**config.mk**
```make
export PLATFORM = sky130hd
export DESIGN_NAME = psum_drain
export DESIGN_NICKNAME = d
export VERILOG_FILES = /design/src/rtl/psum_drain.sv
export SDC_FILE = /design/constraint.sdc
export NUM_CORES = 1
export LEC_CHECK = 0
export CORE_MARGIN = 2
export CORE_UTILIZATION = 35
export CTS_BUF_LIST = sky130_fd_sc_hd__clkbuf_8
export CTS_CLUSTER_DIAMETER = 200
export DETAILED_ROUTE_END_ITERATION = 16
export PLACE_DENSITY_LB_ADDON = 0.2
export SYNTH_ARGS = -nofsm -noshare
export SYNTH_HDL_FRONTEND = slang
export SYNTH_SLANG_ARGS = --single-unit
```
**constraint.sdc**
```tcl
create_clock -name clk -period 5 [get_ports clk]
set_input_delay 1 -clock clk [delete_from_list [all_inputs] [get_ports clk]]
set_output_delay 1 -clock clk [all_outputs]
set_load 0.1 [all_outputs]
```
**src/rtl/psum_drain.sv**
```systemverilog
// Drains POX parallel MAC results into a serial word stream through a
// two-entry group buffer, stalling the MAC bank while both entries are full.
module psum_drain #(
    parameter int DW  = 32,
    parameter int POX = 3
) (
    input  logic                    clk,
    input  logic                    rst,
    input  logic [DW-1:0]           res_in  [POX],
    input  logic                    done_in [POX],
    output logic                    hold,
    output logic [DW-1:0]           out_data,
    output logic [$clog2(POX)-1:0]  out_idx,
    output logic                    out_last,
    output logic                    out_valid,
    input  logic                    out_ready,
    output logic                    err
);

    localparam int IW = $clog2(POX);

    typedef enum logic {IDLE, SEND} state_t;

    state_t          state_q, state_d;
    logic [1:0]      count_q, count_d;
    logic            wr_q, wr_d;
    logic            rd_q, rd_d;
    logic [IW-1:0]   lane_q, lane_d;
    logic            err_q, err_d;
    logic [DW-1:0]   mem_q [2][POX];

    logic allDone, anyDone, protoErr;
    logic handshake, lastLane, pop, accept;

    always_comb begin
        allDone = 1'b1;
        anyDone = 1'b0;
        for (int i = 0; i < POX; i++) begin
            allDone = allDone & done_in[i];
            anyDone = anyDone | done_in[i];
        end
        protoErr  = anyDone & ~allDone;
        handshake = (state_q == SEND) & out_ready;
        lastLane  = (lane_q == IW'(POX - 1));
        pop       = handshake & lastLane;
        // A full buffer can still take a group when its head leaves in the same cycle.
        accept    = allDone & ((count_q != 2'd2) | pop);
    end

    always_comb begin
        count_d = count_q + {1'b0, accept} - {1'b0, pop};
        wr_d    = wr_q ^ accept;
        rd_d    = rd_q ^ pop;
        lane_d  = lane_q;
        err_d   = err_q | protoErr | (allDone & ~accept);
        state_d = state_q;
        if (handshake) begin
            lane_d = lastLane ? '0 : lane_q + IW'(1);
        end
        case (state_q)
            IDLE:    if (count_d != 2'd0) state_d = SEND;
            SEND:    if (pop && count_d == 2'd0) state_d = IDLE;
            default: state_d = IDLE;
        endcase
    end

    always_ff @(posedge clk or posedge rst) begin
        if (rst) begin
            state_q <= IDLE;
            count_q <= 2'd0;
            wr_q    <= 1'b0;
            rd_q    <= 1'b0;
            lane_q  <= '0;
            err_q   <= 1'b0;
        end else begin
            state_q <= state_d;
            count_q <= count_d;
            wr_q    <= wr_d;
            rd_q    <= rd_d;
            lane_q  <= lane_d;
            err_q   <= err_d;
        end
    end

    // Buffer contents are only meaningful once counted, so they carry no reset.
    always_ff @(posedge clk) begin
        if (accept) begin
            for (int i = 0; i < POX; i++) begin
                mem_q[wr_q][i] <= res_in[i];
            end
        end
    end

    assign out_valid = (state_q == SEND);
    assign out_data  = out_valid ? mem_q[rd_q][lane_q] : '0;
    assign out_idx   = lane_q;
    assign out_last  = out_valid & lastLane;
    assign hold      = (count_q == 2'd2);
    assign err       = err_q;

endmodule

```
======== Word level (Yosys, flattened, before mapping) ========
Memory sizes are Yosys's and may differ from the RTL's.
Index checks and enable logic that the tools add are counted.
cells by class
  add/sub/neg operators ................... 3
  order comparisons ....................... 1
  equal/unequal tests ..................... 3
  multiplexer cells ....................... 10
  bitwise operators ....................... 19
  reduce and logical (&&, ||, !) cells .... 3
operators with widths
  operator                                                        count
  32-bit two-way mux                                              3
  32-bit binary-select mux with 2-bit select                      1
  1-bit AND                                                       8
  1-bit OR                                                        5
  2-bit equality test (second input constant)                     2
  1-bit two-way mux                                               4
  3-bit greater-or-equal comparator (second input constant)       1
  1-bit NOT                                                       3
  2-bit NOT with 3-bit output                                     1
  2-bit by 1-bit adder with 2-bit output                          1
  2-bit by 1-bit adder with 2-bit output (second input constant)  1
  2-bit logical NOT                                               1
  2-bit two-way mux                                               1
  2-bit inequality test (second input constant)                   1
  1-bit one-hot mux with 2 select lines                           1
  2-bit nonzero test                                              1
  2-bit by 1-bit subtractor with 2-bit output                     1
  1-bit bitwise XOR                                               2
  1-bit logical AND                                               1
word-level totals
  register bits ........................... 8
  memory bits (writable) .................. 192
  input port bits ......................... 102
  output and inout bits ................... 38
  logic and storage cells ................. 46
  memories kept ........................... 1
memory list
  name   words  width  read ports  clocked after Yosys merged registers in  wr ports  line  RTL
  mem_q  2      96     1           0                                        1         30    logic [DW-1:0] mem_q [2][POX];

======== Depth between registers and ports, before layout ========
Gate-level depths: netlist of the first run.
  word-level depth ........................ 10
  gate-level depth with buffers ........... 8
  gate-level depth less buffers ........... 7

======== Worst setup path after synthesis of the first run ========
OpenSTA, ideal clock, no wires.
  path type ............................... register to register
  start point ............................. register lane_q[1], in the netlist out_idx[1]
  end point ............................... memory mem_q[1][0] (netlist bit), enable pin
  library setup time ...................... 0.466 ns
  data arrival time ....................... 3.974 ns
  data required time ...................... 4.534 ns
  path slack .............................. 0.560 ns
  cell stages (with the launch flop) ...... 5
  clock period less this slack ............ 4.440 ns
  cells stage by stage .................... dfrtp_1 > buf_4 > nand4b_1 > a21oi_1 > ha_1
on the way
  cells in the longest elaborated chain, start to end .. 6
ends and longest elaborated chain
  element                                  line  RTL
  start: declaration                       28    logic [IW-1:0] lane_q, lane_d;
  start signal: assignment                 80    lane_q <= lane_d;
  2-bit equality test                      44    lastLane = (lane_q == IW'(POX - 1));
  1-bit AND                                45    pop = handshake & lastLane;
  1-bit OR                                 47    accept = allDone & ((count_q != 2'd2) | pop);
  1-bit AND                                47
  1-bit two-way mux                        87    if (accept) begin
  1-bit two-way mux (implied by the code)  89    mem_q[wr_q][i] <= res_in[i];
  end: declaration                         30
Every way passes these cells.

======== Final worst setup path of the first run ========
  start point ............................. register lane_q[0], in the netlist out_idx[0]
  end point ............................... output out_last
on the way
  cells in the longest elaborated chain, start to end .. 2
ends and longest elaborated chain
  element              line  RTL
  2-bit equality test  44
  1-bit AND            97    assign out_last = out_valid & lastLane;
  end: declaration     14    output logic out_last,
Every way passes these cells.

==> summary.md, run 1 <==
| Metric | Value |
|---|---|
| Status | `complete, no violations` |
| Final antenna-violating net count | `0` |
| Clock transition at the registers of the reported paths | `around 110 ps` |
| Final min period | `approximately 4000 ps` |
| Cts repair resizes | `0` |
| Diodes inserted | `0` |
| Top_reg_cell synth | `edfxtp_1` |
| Synth warn | `0` |
| Post-route DRC | `0` |
| IO Port Bufs | `139` |
| RSZ-0062 raised after global routing | `false` |
| Share of the synthesized area in the top cell type | `0.753` |
| Initial antenna violation count | `0` |
| # IOs | `140` |
| Chip Height | `152 um` |
| Cell taking the most area after synthesis | `edfxtp_1` |
| Hold Slack | `approximately 530 ps` |
| Element type at the critical path end | `primary output` |
| Sequential fraction of the synthesis area | `0.779` |
| Final Hold Viols | `0` |
| Sink Count | `200` |
| Drt wl/cell | `17.8 um` |
| CP top delay family | `buffers and inverters` |
| Reg-to-Reg Start | `out_idx[1]` |
| DP HPWL | `between 8000 and 9000 um` |
| Layout area overhead | `26.3%` |
| DR vias/cell | `between 4 and 5` |
| CTS H-tree lvls | `4` |
| Worst-margin pin slew | `around 970 ps` |
| Max Clk Rate | `~0.25 GHz` |
| Final period util | `0.792` |
| R2r endpoint | `mem_q[0][84]` |
| Hold path startpoint | `err` |
| Core Area | `roughly 22000 um^2` |
| Gr usage total | `0.130` |
| Max-slew violation count | `0` |
| Largest net degree at the start of global routing | `52` |
| Crit-path max FO | `33` |
| Post-route setup TNS | `0 ps` |
| Detailed Route Iter0 Violations | `between 200 and 250` |
| P per Cell Area | `between 600 and 700 nW/um^2` |
| Setup Fix Bufs, Post-CTS | `0` |
| Post-Syn Nets | `482` |
| First-pass GRT wire length | `around 23000 um` |
| Worst-Skew Late Latency | `approximately 460 ps` |
| CP cell instances | `nand2b_2, nor2_1, clkdlybuf4s50_1` |
| Critical path class | `flip-flop to primary output` |
| Synth unique cells | `27` |
| Max-cap violations | `0` |
| Post-Syn Area | `between 7000 and 8000 um^2` |
| Row cnt | `54` |
| Worst R2R Path Depth | `5` |
| Hold crit path type | `flip-flop to flip-flop` |
| Cells after synthesis | `377` |
| Maximum vdd drop | `between 0.4 and 0.5 mV` |
| Leakage power total | `between 3 and 4 nW` |
| Die area | `23100 um^2` |
| Critical path startpoint category | `flip-flop` |
| Worst Clk Skew | `between 10 and 15 ps` |
| Final WL | `approximately 15000 um` |
| Slowest CP cell | `clkdlybuf4s50_1` |
| Hold Buf Count CTS | `0` |
| Slowest Stage Delay on Critical Path | `around 1200 ps` |
| Hold Crit Depth | `1` |
| CP bufs+invs | `1` |
| Num CTS Buffers | `17` |
| Congestion Overflow GR | `0` |
| Ratio of cells with drive above 1 in the final layout | `0.202` |
| Post-synth EDFFs | `~190` |
| R2R setup slack | `just under 2000 ps` |
| Vias in the first global route | `about 4200` |
| Fraction of registers with async set/reset | `0.0400` |
| Synth Register Bits | `200` |
| Worst Path Arrival | `between 2000 and 3000 ps` |
| GPL Wtd Cong | `just under 0.7` |
| Via count | `around 3800` |
| Max_slew headroom | `0.353` |
| Required time worst endpoint | `roughly 4000 ps` |
| CTS tree | `yes` |
| Initial core utilization | `0.354` |
| Die Span X | `152 um` |
| Worst Hold End | `err` |
| Post-synth top cells | `edfxtp_1, inv_1, mux2i_1, mux4_2, o22ai_1` |
| CTS max path bufs | `2` |
| CTS Root Cell | `clkbuf_8` |
| Most frequent cell after synthesis | `edfxtp_1` |
| Drt pass-1 iters | `4` |
| Final setup viols | `0` |
| Post-Syn Area per Cell | `between 20 and 25 um^2` |
| Top post-synthesis cells by area | `edfxtp_1, mux4_2, mux2i_1, dfrtp_1, o22ai_1` |
| Net count, final | `627` |
==> registers in the layout, indices dropped and copies added, names as in the netlist <==
name and count:
mem_q 192, err 1, out_valid 1, count_q 2, wr_q 1, rd_q 1, out_idx 2
==> stage by stage <==
stage	instances	total power, mW	setup WS [ps]	cell area (um^2)	util
6_report	815	5.99	1040	9680	0.448
5_1_grt	815	6.25	787	9680	0.448
4_1_cts	815	6.08	954	9680	0.448
3_5_place_dp	783	5.12	1400	9310	0.430
3_3_place_gp	783	5.11	1440	9310	0.430
2_1_floorplan	377	4.51	560	7660	-
==> per-layer routing <==
layer | wire (um) | GRT usage | vias to the layer above
met2 | 7760 | 0.232 | 90
met4 | 188 | 0.0427 | 0
met3 | 502 | 0.0339 | 16
met5 | 0 | 0 | -
met1 | 6070 | 0.152 | 1936
li1 | - | - | 1793
==> worst register-to-register path, stage by stage (launching register included) <==
cell	delay (ps)
dfrtp_2	440
buf_4	490
nand4b_1	270
a21oi_1	440
ha_4	690
buf_12	390
==> cell families (layout without fill, tap and decap cells) <==
| logic type | Yosys count | after routing | synth area share |
|---|---|---|---|
| AND/OR/NAND/NOR | 15 | 15 | 0.0108 |
| flip-flops | 200 | 200 | 0.779 |
| XOR/XNOR | 3 | 3 | 0.00343 |
| buffers and inverters | 54 | 212 | 0.0336 |
| adder cells (fa/ha/maj) | 3 | 3 | 0.00490 |
| multiplexers | 66 | 66 | 0.139 |
| AO/OA/AOI/OAI | 36 | 36 | 0.0297 |
==> area by class of cell <==
| type | instances | area (um^2) |
|---|---|---|
| repair buffers | 144 | 1390 |
| fillers | 1895 | 11900 |
| clock inverters | 15 | 138 |
| flip-flops and latches | 200 | 5970 |
| inverters | 36 | 135 |
| well taps | 280 | 350 |
| clock buffers | 17 | 234 |
| multi-input cells | 123 | 1470 |
==> layout by cell type (no fill, tap or decap), drive strengths merged <==
cell type	synthesis	routed
o22ai	32	32
nor2b	2	2
clkdlybuf4s50	0	107
nand2b	1	1
dfrtp	8	8
nand2	4	4
xor2	1	1
mux2i	32	32
nor2	2	2
ha	3	3
mux4	32	32
xnor2	2	2
o211a	1	1
clkbuf	7	17
nand3	1	1
clkinvlp	0	2
edfxtp	192	192
inv	36	43
mux2	2	2
nor3	1	1
clkinv	0	6
buf	11	37
a21oi	2	2
and4b	1	1
or3	2	2
o21bai	1	1
nand4b	1	1
==> power by group <==
part | switching [mW] | internal, mW
clock network | 0.595 | 0.365
registers | 0.117 | 1.98
logic | 2.14 | 0.800
==> worst max path at each step <==
| stage | startpoint | cells after the start | end |
|---|---|---|---|
| finish | out_idx[0] | 3 | out_last |
| global route | out_idx[0] | 3 | out_last |
| CTS | out_idx[0] | 3 | out_last |
| detailed placement | out_ready | 5 | mem_q[0][55] |
| global placement | out_ready | 5 | mem_q[0][55] |
| floorplan | out_idx[1] | 4 | mem_q[1][0] |
No activity file was read; power rests on OpenSTA's default activity.
==> run 2: changes to the inputs <==
==> constraint.sdc (replaced) <==
create_clock -name clk -period 3.9 [get_ports clk]
set_input_delay 0.78 -clock clk [delete_from_list [all_inputs] [get_ports clk]]
set_output_delay 0.78 -clock clk [all_outputs]
set_load 0.1 [all_outputs]
==> run 2 against run 1 <==
Compared with the run above: via count grew 0.68%; hold slack lost 26 ps; final area grew 4.3%; sequential share of layout area shrank 2.6 points; combinational power grew 54%; count of clock-buffer cells in the layout is the same; clock skew shrank 1.8 ps; register-to-register slack lost 290 ps; first-iteration DRC count shrank 25%; non-clock buffer count grew 3; worst setup slack lost 400 ps; wire length grew 2.5%; critical endpoint is now out_data[30]; highest routed layer unchanged.
==> summary.md, run 2 (same netlist as run 1, synthesis figures left out) <==
| Metric | Value |
|---|---|
| Final Hold Viols | `0 (unchanged)` |
| Critical path class | `flip-flop to primary output` |
| Worst R2R Path Depth | `4 (-1)` |
| Post-route DRC | `0 (unchanged)` |
| Max-cap violations | `0 (unchanged)` |
| Max-slew violation count | `0 (unchanged)` |
| Final WL | `14900 um (+2.5%)` |
| Final WS setup | `637 ps (-401 ps)` |
| Diodes inserted | `0 (unchanged)` |
| Hold crit path type | `flip-flop to flip-flop` |
| Drt pass-1 iters | `4 (unchanged)` |
| Crit-path max FO | `21 (-36%)` |
| Detailed Route Iter0 Violations | `186 (-25%)` |
| Die Span X | `152 um (unchanged)` |
| CP cell instances | `buf_4, mux4_2, inv_1, o22ai_1, buf_12` |
| Layout area overhead | `31.8%` |
| First-pass GRT wire length | `23000 um (+0.51%)` |
| Sink Count | `200 (unchanged)` |
| Vias in the first global route | `4239 (+0.57%)` |
| Net count, final | `630 (+0.48%)` |
| DR top layer | `met4` |
| Leakage power total | `3.48 nW (+4.4%)` |
| Slowest Stage Delay on Critical Path | `700 ps (-460 ps)` |
| Chip Height | `152 um (unchanged)` |
| # IOs | `140 (unchanged)` |
| Status | `complete, no violations` |
| Maximum vdd drop | `0.762 mV (+60%)` |
| Reg area | `5970 um^2 (unchanged)` |
| Critical path startpoint category | `flip-flop` |
| Required time worst endpoint | `3120 ps (-880 ps)` |
| Met2 routed WL | `8010 um (+3.3%)` |
| Most frequent cells in the layout | `edfxtp_1, clkdlybuf4s50_1, inv_1` |
| Element type at the critical path end | `primary output` |
| Worst-Skew Late Latency | `460 ps (about the same)` |
| CTS max path bufs | `2 (unchanged)` |
| Multi-input gate area | `1470 um^2 (unchanged)` |
| Max_slew headroom | `0.346 (-0.00673)` |
| Die area | `23100 um^2 (unchanged)` |
| Final antenna-violating net count | `0 (unchanged)` |
| Row cnt | `54 (unchanged)` |
| Final Core Density | `0.467 (+0.0194)` |
| Worst Hold End | `err` |
| Largest net degree at the start of global routing | `97 (+87%)` |
| Fill cell count | `1880 (-0.79%)` |
| Pre-CTS setup slack | `855 ps (-547 ps)` |
| Worst Clk Skew | `10.3 ps (-1.75 ps)` |
| Gr usage total | `0.132 (+0.00269)` |
| Largest Register | `mem_q` |
| Slowest CP cell | `dfrtp_4` |
| Hold path startpoint | `err` |
| Final min period | `3260 ps` |
| RSZ-0062 raised after global routing | `false` |
| GPL Wtd Cong | `0.696 (+1.9%)` |
| Max reg flops | `192 (unchanged)` |
| CTS Root Cell | `clkbuf_8` |
| Num CTS Buffers | `17 (unchanged)` |
| R2r endpoint | `mem_q[1][16]` |
| Metal-1 WL | `6230 um (+2.6%)` |
| Most common library cell in the layout ignoring fill and taps | `edfxtp_1` |
| Reg-to-Reg Start | `out_idx[0]` |
| DR vias/cell | `4.72 (+0.31%)` |
| Final period util | `0.837` |
| Post-route setup TNS | `0 ps (unchanged)` |
| Hold Buf Count CTS | `0 (unchanged)` |
| Initial core utilization | `0.354 (unchanged)` |
| Via count | `3861 (+0.68%)` |
| Max Clk Rate | `roughly 0.31 GHz` |
| R2R setup slack | `1650 ps (-290 ps)` |
| Clock transition at the registers of the reported paths | `90 ps (-20 ps)` |
| P per Cell Area | `833 nW/um^2 (+35%)` |
| IO Port Bufs | `139 (unchanged)` |
| Worst Path Arrival | `2480 ps (-480 ps)` |
| Hold Crit Depth | `1 (unchanged)` |
| Final setup viols | `0 (unchanged)` |
| CTS tree | `yes` |
| DP HPWL | `9500 um (+6.3%)` |
| Routed wl met3 | `399 um (-21%)` |
| Drt wl/cell | `18.2 um (+2.1%)` |
| Core Area | `21600 um^2 (unchanged)` |
| CTS H-tree lvls | `4 (unchanged)` |
| Initial antenna violation count | `0 (unchanged)` |
| Cts repair resizes | `0 (unchanged)` |
| Setup Fix Bufs, Post-CTS | `0 (unchanged)` |
| Worst-margin pin slew | `978 ps (+10.1 ps)` |
| Congestion Overflow GR | `0 (unchanged)` |
| Ratio of cells with drive above 1 in the final layout | `0.204 (+0.00259)` |
==> run 2: cell count changes in the layout (fill, tap and decap cells not counted), sizes merged <==
cell | previous run | this run
clkdlybuf4s50 | 107 | 105
inv | 43 | 42
buf | 37 | 42
bufinv | 0 | 1
==> run 2: worst max-delay path: cells and delay by family, from the launching register on <==
kind                   cells  cell delay (ps)
DFF                        1              700
buffers and inverters      3              650
muxes                      1              530
AOI/OAI and AO/OA          1              130
==> run 2: final cells by class <==
cell class                 count  area share
sequential                   200       0.591
timing repair buffer         147       0.180
multi-input combinational    123       0.145
tap                          280      0.0347
clock buffer                  17      0.0232
inverter                      36      0.0134
clock inverter                15      0.0126
==> run 2: power by group <==
part / internal, mW / switching [mW] / total, mW
clock: 0.507 / 0.707 / 1.21
combinational: 1.63 / 2.91 / 4.54
sequential: 2.54 / 0.119 / 2.66
total: 4.67 / 3.74 / 8.41
==> run 2: how the worst max path moves through the flow <==
stage | from | to | cells after the start
finish | rd_q | out_data[30] | 5
global route | rd_q | out_data[30] | 5
CTS | rd_q | out_data[30] | 5
detailed placement | out_ready | mem_q[1][49] | 5
global placement | out_ready | mem_q[1][14] | 5
floorplan | out_idx[1] | mem_q[1][0] | 4
==> run 2: layer usage <==
layer	GRT usage	up-vias
li1	-	1794
met1	0.159	1974
met2	0.234	77
met3	0.0268	16
met4	0.0552	0
met5	0	-
==> run 2: stage by stage <==
stage,cells,area [um^2],hold slack [ps],total power [mW]
after floorplan,377,7660,494,5.78
after global placement,786,9740,483,7.28
after detailed placement,786,9740,481,7.30
after CTS,818,10100,508,8.51
after global routing,818,10100,550,8.75
final,818,10100,507,8.41
